### src/rtl/btn_evt_pkg.sv
`default_nettype none
// ============================================================================
//  Module   : btn_evt_pkg
//  Purpose  : Shared event codes, per-button FSM states and width helper for
//             the button event scheduler.
//  Revision : 1.0 - initial release
// ============================================================================
package btn_evt_pkg;

    // Event type codes carried on ev_type
    localparam logic [1:0] EV_PRESS   = 2'd0;
    localparam logic [1:0] EV_RELEASE = 2'd1;
    localparam logic [1:0] EV_LONG    = 2'd2;
    localparam logic [1:0] EV_REPEAT  = 2'd3;

    // Per-button state encoding
    typedef enum logic [1:0] {
        ST_IDLE    = 2'd0,
        ST_PRESSED = 2'd1,
        ST_HELD    = 2'd2
    } btn_state_e;

    // Button index width; a single button still needs one id bit
    function automatic int id_width(input int n);
        return (n <= 1) ? 1 : $clog2(n);
    endfunction

endpackage : btn_evt_pkg
`default_nettype wire

### src/rtl/button_event_scheduler_if.sv
`default_nettype none
// ============================================================================
//  Module   : button_event_scheduler_if
//  Purpose  : Valid/ready event stream produced by the button event scheduler.
//  Revision : 1.0 - initial release
// ============================================================================
interface button_event_scheduler_if #(
    parameter int ID_W = 2
) ();

    logic            ev_valid;
    logic            ev_ready;
    logic [ID_W-1:0] ev_id;
    logic [1:0]      ev_type;

    // Event producer
    modport master (
        output ev_valid,
        output ev_id,
        output ev_type,
        input  ev_ready
    );

    // Event consumer
    modport slave (
        input  ev_valid,
        input  ev_id,
        input  ev_type,
        output ev_ready
    );

endinterface : button_event_scheduler_if
`default_nettype wire

### src/rtl/button_event_fsm.sv
`default_nettype none
// ============================================================================
//  Module   : button_event_fsm
//  Purpose  : One button: edge detect, PRESS/RELEASE/LONG/REPEAT FSM with
//             hold counter, single-entry event slot and sticky overrun flag.
//  Revision : 1.0 - initial release
// ============================================================================
module button_event_fsm
    import btn_evt_pkg::*;
#(
    parameter int CNT_W         = 24,
    parameter int LONG_CYCLES   = 2**20,
    parameter int REPEAT_CYCLES = 2**18
) (
    input  wire logic       clk,
    input  wire logic       nrst,
    input  wire logic       ena_i,
    input  wire logic       btn_i,
    input  wire logic       grant_i,
    input  wire logic       ovr_clr_i,
    output logic            slot_valid_o,
    output logic [1:0]      slot_type_o,
    output logic            overrun_o
);

    localparam logic [CNT_W-1:0] LONG_LAST   = CNT_W'(LONG_CYCLES - 1);
    localparam bit               REPEAT_ON   = (REPEAT_CYCLES > 0);
    localparam logic [CNT_W-1:0] REPEAT_LAST = REPEAT_ON ? CNT_W'(REPEAT_CYCLES - 1) : '0;

    btn_state_e       state_q, state_d;
    logic [CNT_W-1:0] cnt_q, cnt_d;
    logic             btn_prev_q;
    // Cleared by reset and set once the button is seen released, so a button
    // held through reset cannot produce a PRESS until it is pressed afresh.
    logic             armed_q;
    logic             slot_valid_q;
    logic [1:0]       slot_type_q;
    logic             overrun_q;

    logic             emit;
    logic [1:0]       emit_type;
    logic             drop;

    // Next-state, counter and event decision for this button
    always_comb begin
        state_d   = state_q;
        cnt_d     = cnt_q;
        emit      = 1'b0;
        emit_type = EV_PRESS;
        if (ena_i) begin
            case (state_q)
                ST_IDLE: begin
                    if (btn_i && !btn_prev_q && armed_q) begin
                        state_d   = ST_PRESSED;
                        cnt_d     = '0;
                        emit      = 1'b1;
                        emit_type = EV_PRESS;
                    end
                end
                ST_PRESSED: begin
                    if (!btn_i) begin
                        state_d   = ST_IDLE;
                        emit      = 1'b1;
                        emit_type = EV_RELEASE;
                    end else if (cnt_q == LONG_LAST) begin
                        state_d   = ST_HELD;
                        cnt_d     = '0;
                        emit      = 1'b1;
                        emit_type = EV_LONG;
                    end else begin
                        cnt_d = cnt_q + CNT_W'(1);
                    end
                end
                ST_HELD: begin
                    if (!btn_i) begin
                        state_d   = ST_IDLE;
                        emit      = 1'b1;
                        emit_type = EV_RELEASE;
                    end else if (REPEAT_ON) begin
                        if (cnt_q == REPEAT_LAST) begin
                            cnt_d     = '0;
                            emit      = 1'b1;
                            emit_type = EV_REPEAT;
                        end else begin
                            cnt_d = cnt_q + CNT_W'(1);
                        end
                    end
                end
                default: begin
                    state_d = ST_IDLE;
                    cnt_d   = '0;
                end
            endcase
        end
    end

    // An event is lost only when the slot is occupied and not being drained
    assign drop = emit && slot_valid_q && !grant_i;

    // FSM state, hold counter and button history; frozen while ena_i is low
    always_ff @(posedge clk) begin
        if (!nrst) begin
            state_q    <= ST_IDLE;
            cnt_q      <= '0;
            btn_prev_q <= 1'b0;
            armed_q    <= 1'b0;
        end else if (ena_i) begin
            state_q    <= state_d;
            cnt_q      <= cnt_d;
            btn_prev_q <= btn_i;
            if (!btn_i) begin
                armed_q <= 1'b1;
            end
        end
    end

    // Pending-event slot and sticky overrun; a new overrun beats a clear
    always_ff @(posedge clk) begin
        if (!nrst) begin
            slot_valid_q <= 1'b0;
            slot_type_q  <= EV_PRESS;
            overrun_q    <= 1'b0;
        end else begin
            if (emit && (!slot_valid_q || grant_i)) begin
                slot_valid_q <= 1'b1;
                slot_type_q  <= emit_type;
            end else if (grant_i) begin
                slot_valid_q <= 1'b0;
            end
            overrun_q <= (overrun_q && !ovr_clr_i) || drop;
        end
    end

    assign slot_valid_o = slot_valid_q;
    assign slot_type_o  = slot_type_q;
    assign overrun_o    = overrun_q;

endmodule : button_event_fsm
`default_nettype wire

### src/rtl/button_event_scheduler.sv
`default_nettype none
// ============================================================================
//  Module   : button_event_scheduler
//  Purpose  : Converts debounced button levels into PRESS/RELEASE/LONG/REPEAT
//             events and arbitrates them round-robin onto one valid/ready
//             event stream.
//  Revision : 1.0 - initial release
// ============================================================================
module button_event_scheduler
    import btn_evt_pkg::*;
#(
    parameter  int WIDTH         = 4,
    parameter  int CNT_W         = 24,
    parameter  int LONG_CYCLES   = 2**20,
    parameter  int REPEAT_CYCLES = 2**18,
    localparam int ID_W          = id_width(WIDTH)
) (
    input  wire logic               clk,
    input  wire logic               nrst,
    input  wire logic               ena_i,
    input  wire logic [WIDTH-1:0]   btn_i,
    button_event_scheduler_if.master ev_if,
    output logic      [WIDTH-1:0]   overrun_o,
    input  wire logic [WIDTH-1:0]   ovr_clr_i
);

    logic [WIDTH-1:0] slot_valid;
    logic [1:0]       slot_type [WIDTH];
    logic [WIDTH-1:0] grant;

    logic             ev_valid_q;
    logic [ID_W-1:0]  ev_id_q;
    logic [1:0]       ev_type_q;
    logic [ID_W-1:0]  rr_q;

    logic             load;
    logic             found;
    logic [ID_W-1:0]  gnt_idx;
    logic [ID_W-1:0]  cand;

    for (genvar gi = 0; gi < WIDTH; gi++) begin : g_btn
        button_event_fsm #(
            .CNT_W         (CNT_W),
            .LONG_CYCLES   (LONG_CYCLES),
            .REPEAT_CYCLES (REPEAT_CYCLES)
        ) u_fsm (
            .clk          (clk),
            .nrst         (nrst),
            .ena_i        (ena_i),
            .btn_i        (btn_i[gi]),
            .grant_i      (grant[gi]),
            .ovr_clr_i    (ovr_clr_i[gi]),
            .slot_valid_o (slot_valid[gi]),
            .slot_type_o  (slot_type[gi]),
            .overrun_o    (overrun_o[gi])
        );
    end

    // Output register may take a new event when empty or being consumed
    assign load = !ev_valid_q || ev_if.ev_ready;

    // Round-robin search: first full slot starting just after the last grant
    always_comb begin
        found   = 1'b0;
        gnt_idx = '0;
        cand    = '0;
        for (int k = 1; k <= WIDTH; k++) begin
            cand = ID_W'((int'(rr_q) + k) % WIDTH);
            if (!found && slot_valid[cand]) begin
                found   = 1'b1;
                gnt_idx = cand;
            end
        end
    end

    assign grant = (load && found) ? (WIDTH'(1) << gnt_idx) : '0;

    // Output event register and round-robin pointer; run regardless of ena_i
    always_ff @(posedge clk) begin
        if (!nrst) begin
            ev_valid_q <= 1'b0;
            ev_id_q    <= '0;
            ev_type_q  <= EV_PRESS;
            rr_q       <= '0;
        end else if (load) begin
            ev_valid_q <= found;
            if (found) begin
                ev_id_q   <= gnt_idx;
                ev_type_q <= slot_type[gnt_idx];
                rr_q      <= gnt_idx;
            end
        end
    end

    assign ev_if.ev_valid = ev_valid_q;
    assign ev_if.ev_id    = ev_id_q;
    assign ev_if.ev_type  = ev_type_q;

endmodule : button_event_scheduler
`default_nettype wire

### src/flat_wrapper.sv
// flat-port wrapper written by rule: the top's interface ports become plain ports
module button_event_scheduler_flat import btn_evt_pkg::*;
#(
    parameter  int WIDTH         = 4,
    parameter  int CNT_W         = 24,
    parameter  int LONG_CYCLES   = 2**20,
    parameter  int REPEAT_CYCLES = 2**18,
    localparam int ID_W          = id_width(WIDTH)
)
  (clk, nrst, ena_i, btn_i, overrun_o, ovr_clr_i, ev_if_ev_valid, ev_if_ev_id, ev_if_ev_type, ev_if_ev_ready);
  button_event_scheduler_if #(.ID_W((2))) ev_if_i ();
  input  wire logic clk;
  input  wire logic nrst;
  input  wire logic ena_i;
  input  wire logic [WIDTH-1:0] btn_i;
  output logic      [WIDTH-1:0] overrun_o;
  input  wire logic [WIDTH-1:0] ovr_clr_i;
  output wire logic [$bits(ev_if_i.ev_valid)-1:0] ev_if_ev_valid;
  output wire logic [$bits(ev_if_i.ev_id)-1:0] ev_if_ev_id;
  output wire logic [$bits(ev_if_i.ev_type)-1:0] ev_if_ev_type;
  input wire logic [$bits(ev_if_i.ev_ready)-1:0] ev_if_ev_ready;
  assign ev_if_ev_valid = ev_if_i.ev_valid;
  assign ev_if_ev_id = ev_if_i.ev_id;
  assign ev_if_ev_type = ev_if_i.ev_type;
  assign ev_if_i.ev_ready = ev_if_ev_ready;
  button_event_scheduler #(.WIDTH(WIDTH), .CNT_W(CNT_W), .LONG_CYCLES(LONG_CYCLES), .REPEAT_CYCLES(REPEAT_CYCLES)) u_core (.clk(clk), .nrst(nrst), .ena_i(ena_i), .btn_i(btn_i), .ev_if(ev_if_i), .overrun_o(overrun_o), .ovr_clr_i(ovr_clr_i));
endmodule
### config.mk
export PLATFORM = sky130hd
export DESIGN_NAME = button_event_scheduler_flat
export DESIGN_NICKNAME = d
export VERILOG_FILES = /design/src/rtl/btn_evt_pkg.sv /design/src/rtl/button_event_scheduler_if.sv /design/src/rtl/button_event_fsm.sv /design/src/rtl/button_event_scheduler.sv /design/src/flat_wrapper.sv
export SDC_FILE = /design/constraint.sdc
export NUM_CORES = 1
export LEC_CHECK = 0
export BUFFER_PORTS_ARGS = -buffer_cell sky130_fd_sc_hd__buf_2
export CAP_MARGIN = 10
export CORE_ASPECT_RATIO = 0.6
export CORE_MARGIN = 5
export CORE_UTILIZATION = 65
export CTS_BUF_LIST = sky130_fd_sc_hd__clkbuf_4
export DETAILED_ROUTE_END_ITERATION = 10
export PLACE_DENSITY = 0.8
export SETUP_SLACK_MARGIN = 0.4
export SLEW_MARGIN = 20
export SYNTH_ARGS = -nofsm -noshare
export SYNTH_HDL_FRONTEND = slang
export SYNTH_SLANG_ARGS = --single-unit
### constraint.sdc
create_clock -name clk -period 4.1 [get_ports clk]
set_input_delay 0.205 -clock clk [delete_from_list [all_inputs] [get_ports clk]]
set_output_delay 0.205 -clock clk [all_outputs]
set_load 0.02 [all_outputs]
==> flow_summary.toml <==
[clock_tree]
numCtsBuffers = 17
postCtsHoldBufs = 5
clk-insertion-delay-late_ns = 0.53
clkTransAtPathRegs_ns = 0.12
clock_sinks = 133
root_buffer = "clkbuf_4"
cts_setup_buffers = 0
htree_num_levels = 4
post_cts_resized = 0
clock_path_buffers = 2
cts_tree = "yes"

[floorplanning]
die_h_um = 91.15
die_w_um = 145.2
num_rows = 29
coreArea_um2 = 10630
die_area_um2 = 13240
initial_utilization_pct = 67.09
ios = 21

[route]
drtIter0Drc = 511
first_pass_iters = 7
routedWlPerCell_um = 16.35
routed_wl_um = 16570
drcViolationCount = 0
vias_per_cell = 6.198
ant_nets = 0
vias = 6279

[hold_path]
hold_class = "in -> reg"
min_path_cells = 3
min-delay-start = "btn_i[3]"
hold-path-endpoint = "u_core.g_btn[3].u_fsm.btn_prev_q"

[place]
gp_congestion = 0.8712
dp_hpwl_um = 11770
pre_cts_ws_ns = 1.505
dpl_cell_area_um2 = 7241
placed_cells = 977
io_buffer_count = 20

[global_routing]
grt_antenna_before_repair = 0
grt_pass1_vias = 5845
grt_max_degree = 44
grt_pass1_wl_um = 27820
grtUsageTotal_pct = 24.64
grt_overflow = 0

[synthesis]
avgSynthCellArea_um2 = 8.412
synth_cell_types = 83
synth_edf_count = 0
async_reset_ff_share_pct = 0
synth_area_um2 = 7133
syn_inst = 848
ys_seq_area_share_pct = 37.33
ys_ff_latch = 133
syn_nets = 880
ys_warn_count = 0
synth_ff_type = "dfxtp_1"

[pwr]
clockPowerShare_pct = 35.3
power.internal_w = 0.001719
pwr-share-comb_pct = 8.1
ir_drop_v = 0.0001847
p_leak_nw = 2.669
seq_power_share_pct = 56.6
p_sw_share_pct = 26.24
power_density_nw_per_um2 = 308.9
p_sw_w = 0.0006114

[finish]
nets = 894
layout-drive-gt1-share_pct = 10.98
n_fill_cell = 828
fin_area_um2 = 7542
area_growth_pct = 5.736
n_antenna_cell = 0
instances_no_fill = 1013

[sta]
setup_tns_ns = 0
relSlewSlack_pct = 36.57
fmax_mhz = 381.1
worst_pin_slew_ns = 0.9514
period_share_pct = 64.00
finalMaxSlewViolations = 0
rsz0062_at_grt = "no"
worst_slack_ns = 1.476
clock-skew-final_ns = 0.01475
hold_violations = 0
finalCriticalPeriod_ns = 2.624
setup_viol = 0

[worst_setup_path]
cp_slowest_cell = "a2111oi_0"
critPathKind = "reg -> reg"
crit_required_ns = 4.55
path_buf_inv = 0
path_max_fanout = 4
cp-start-kind = "register"
worstSetupPathDepth = 7
worstPathCellList = "ha_1 > nand4_1 > or2_2 > a2111oi_0 > o21ai_1 > nor2b_2 > mux2i_1"
rrSetupSlack_ns = 1.48
end_kind = "register"
reg2reg_from = "u_core.g_btn[2].u_fsm.cnt_q[0]"
arrival_ns = 3.07
r2r_cells = 7
critical_path.top_delay_family = "compound AO/OA/AOI/OAI gates"
slowest_delay_ns = 0.70
worstReg2RegEnd = "u_core.g_btn[2].u_fsm.slot_type_o[0]"

[outcome]
outcome = "complete, no violations"

[job]
drv_cap = 0
synth_stat cells (3+ instances only):
cell      number  share of area [%]
dfxtp_1      133                 37
nor2_1       124                6.5
nand2_1       76                4.0
nand3_1       49                3.4
xnor2_1       34                4.2
xor2_1        34                4.2
a21oi_1       33                2.3
nand4_1       33                2.9
inv_1         31                1.6
o21ai_0       25                1.8
mux2i_1       24                3.4
ha_1          20                3.5
and3_1        18                1.6
nor3_1        15                1.1
clkbuf_1      12               0.63
and4_1        11                1.4
nand2b_1      10               0.88
a31oi_1        9               0.79
and2_1         9               0.79
buf_4          8               0.84
nor4_1         7               0.61
nor2b_1        6               0.53
nor3b_1        6               0.63
o21ai_1        6               0.42
o22ai_1        6               0.53
buf_2          5               0.35
or2_2          5               0.44
buf_1          4               0.21
nand3b_1       4               0.42
or4_1          4               0.42
a211o_1        3               0.37
a211oi_1       3               0.32
a211oi_2       3               0.53
a21o_1         3               0.32
a31o_2         3               0.37
nand3_2        3               0.42
nor3_2         3               0.42
nor4_2         3               0.53
o21ba_2        3               0.42
o31ai_1        3               0.32
registers in the layout (all words and copies together) (netlist names):
register and flops:
u_core.g_btn.u_fsm.cnt_q 96, u_core.g_btn.u_fsm.armed_q 4, u_core.g_btn.u_fsm.overrun_o 4, u_core.ev_if.ev_type 2
u_core.g_btn.u_fsm.state_q 8, u_core.g_btn.u_fsm.slot_type_o 8, u_core.g_btn.u_fsm.slot_valid_o 4, u_core.ev_if.ev_id 2
u_core.g_btn.u_fsm.btn_prev_q 4, u_core.ev_if.ev_valid 1
worst max-delay path by stage:
stage | start | to
floorplan | u_core.g_btn[0].u_fsm.state_q[0] | u_core.g_btn[0].u_fsm.cnt_q[17]
global placement | u_core.g_btn[2].u_fsm.cnt_q[20] | u_core.g_btn[2].u_fsm.cnt_q[17]
detailed placement | u_core.g_btn[2].u_fsm.cnt_q[20] | u_core.g_btn[2].u_fsm.cnt_q[21]
CTS | u_core.g_btn[2].u_fsm.cnt_q[20] | u_core.g_btn[2].u_fsm.cnt_q[21]
global route | u_core.g_btn[2].u_fsm.cnt_q[0] | u_core.g_btn[2].u_fsm.slot_type_o[0]
finish | u_core.g_btn[2].u_fsm.cnt_q[0] | u_core.g_btn[2].u_fsm.slot_type_o[0]
metal layers:
metal  up-vias  part of all wire, %  track usage, %
met4         0                  1.4           7.997
met3        31                  6.7           5.721
li1       3038                    -               -
met5         -                    0               0
met1      2991                   47           34.87
met2       219                   45           37.38
cells by family (layout without fill, tap and decap cells):
| group | after synthesis | count (layout) | synth area share, % |
|---|---|---|---|
| adders and majority gates | 20 | 20 | 3.508 |
| buffers and inverters | 64 | 90 | 4.227 |
| DFF | 133 | 133 | 37.33 |
| AOI/OAI and AO/OA | 133 | 133 | 13.21 |
| and+or+nand+nor | 406 | 406 | 30.01 |
| muxes | 24 | 24 | 3.368 |
| xor gates and xnor gates | 68 | 68 | 8.350 |
cells in the final DEF (no fill, tap or decap), types with 20 or more instances in the layout:
master     n
a21oi_1   33
buf_2     20
dfxtp_1  133
ha_1      20
inv_1     31
mux2i_1   24
nand2_1   76
nand3_1   49
nand4_1   33
nor2_1   124
o21ai_0   25
xnor2_1   34
xor2_1    34
worst register-to-register path, delay by kind of cell, from the launching register on:
kind / cells / cell delay [ns]
muxes: 1 / 0.21
adders and majority gates: 1 / 0.23
AOI/OAI and AO/OA: 2 / 0.96
DFF: 1 / 0.42
and+or+nand+nor: 3 / 0.73
power groups by stage:
stage | Clock (W) | Sequential (W) | Combinational, W
after global routing | 0.000905 | 0.00132 | 0.000203
final | 0.000822 | 0.00132 | 0.000188
after floorplan | 0 | 0.00135 | 0.000135
after global placement | 0 | 0.00135 | 0.000171
after detailed placement | 0 | 0.00135 | 0.000179
after CTS | 0.000841 | 0.00132 | 0.000184
layout make-up:
cell class,count,area [µm²],share of cell area (%)
clock buffers,18,135.1,1.792
repair buffers,27,165.2,2.190
inverters,32,120.1,1.593
multi-input cells,651,4169,55.28
clock inverters,13,116.4,1.543
flip-flops and latches,133,2663,35.30
well taps,139,173.9,2.306
per-stage QoR:
step | util [%] | power (W) | hold slack, ns
3_3_place_gp | 68.11 | 0.001518 | 0.4404
2_1_floorplan | - | 0.001483 | 0.3518
5_1_grt | 70.94 | 0.002431 | 0.005820
4_1_cts | 70.94 | 0.002344 | 0.004132
3_5_place_dp | 68.11 | 0.001528 | 0.4562
6_report | 70.94 | 0.002330 | 0.02332
No activity file was read; power rests on OpenSTA's default activity.
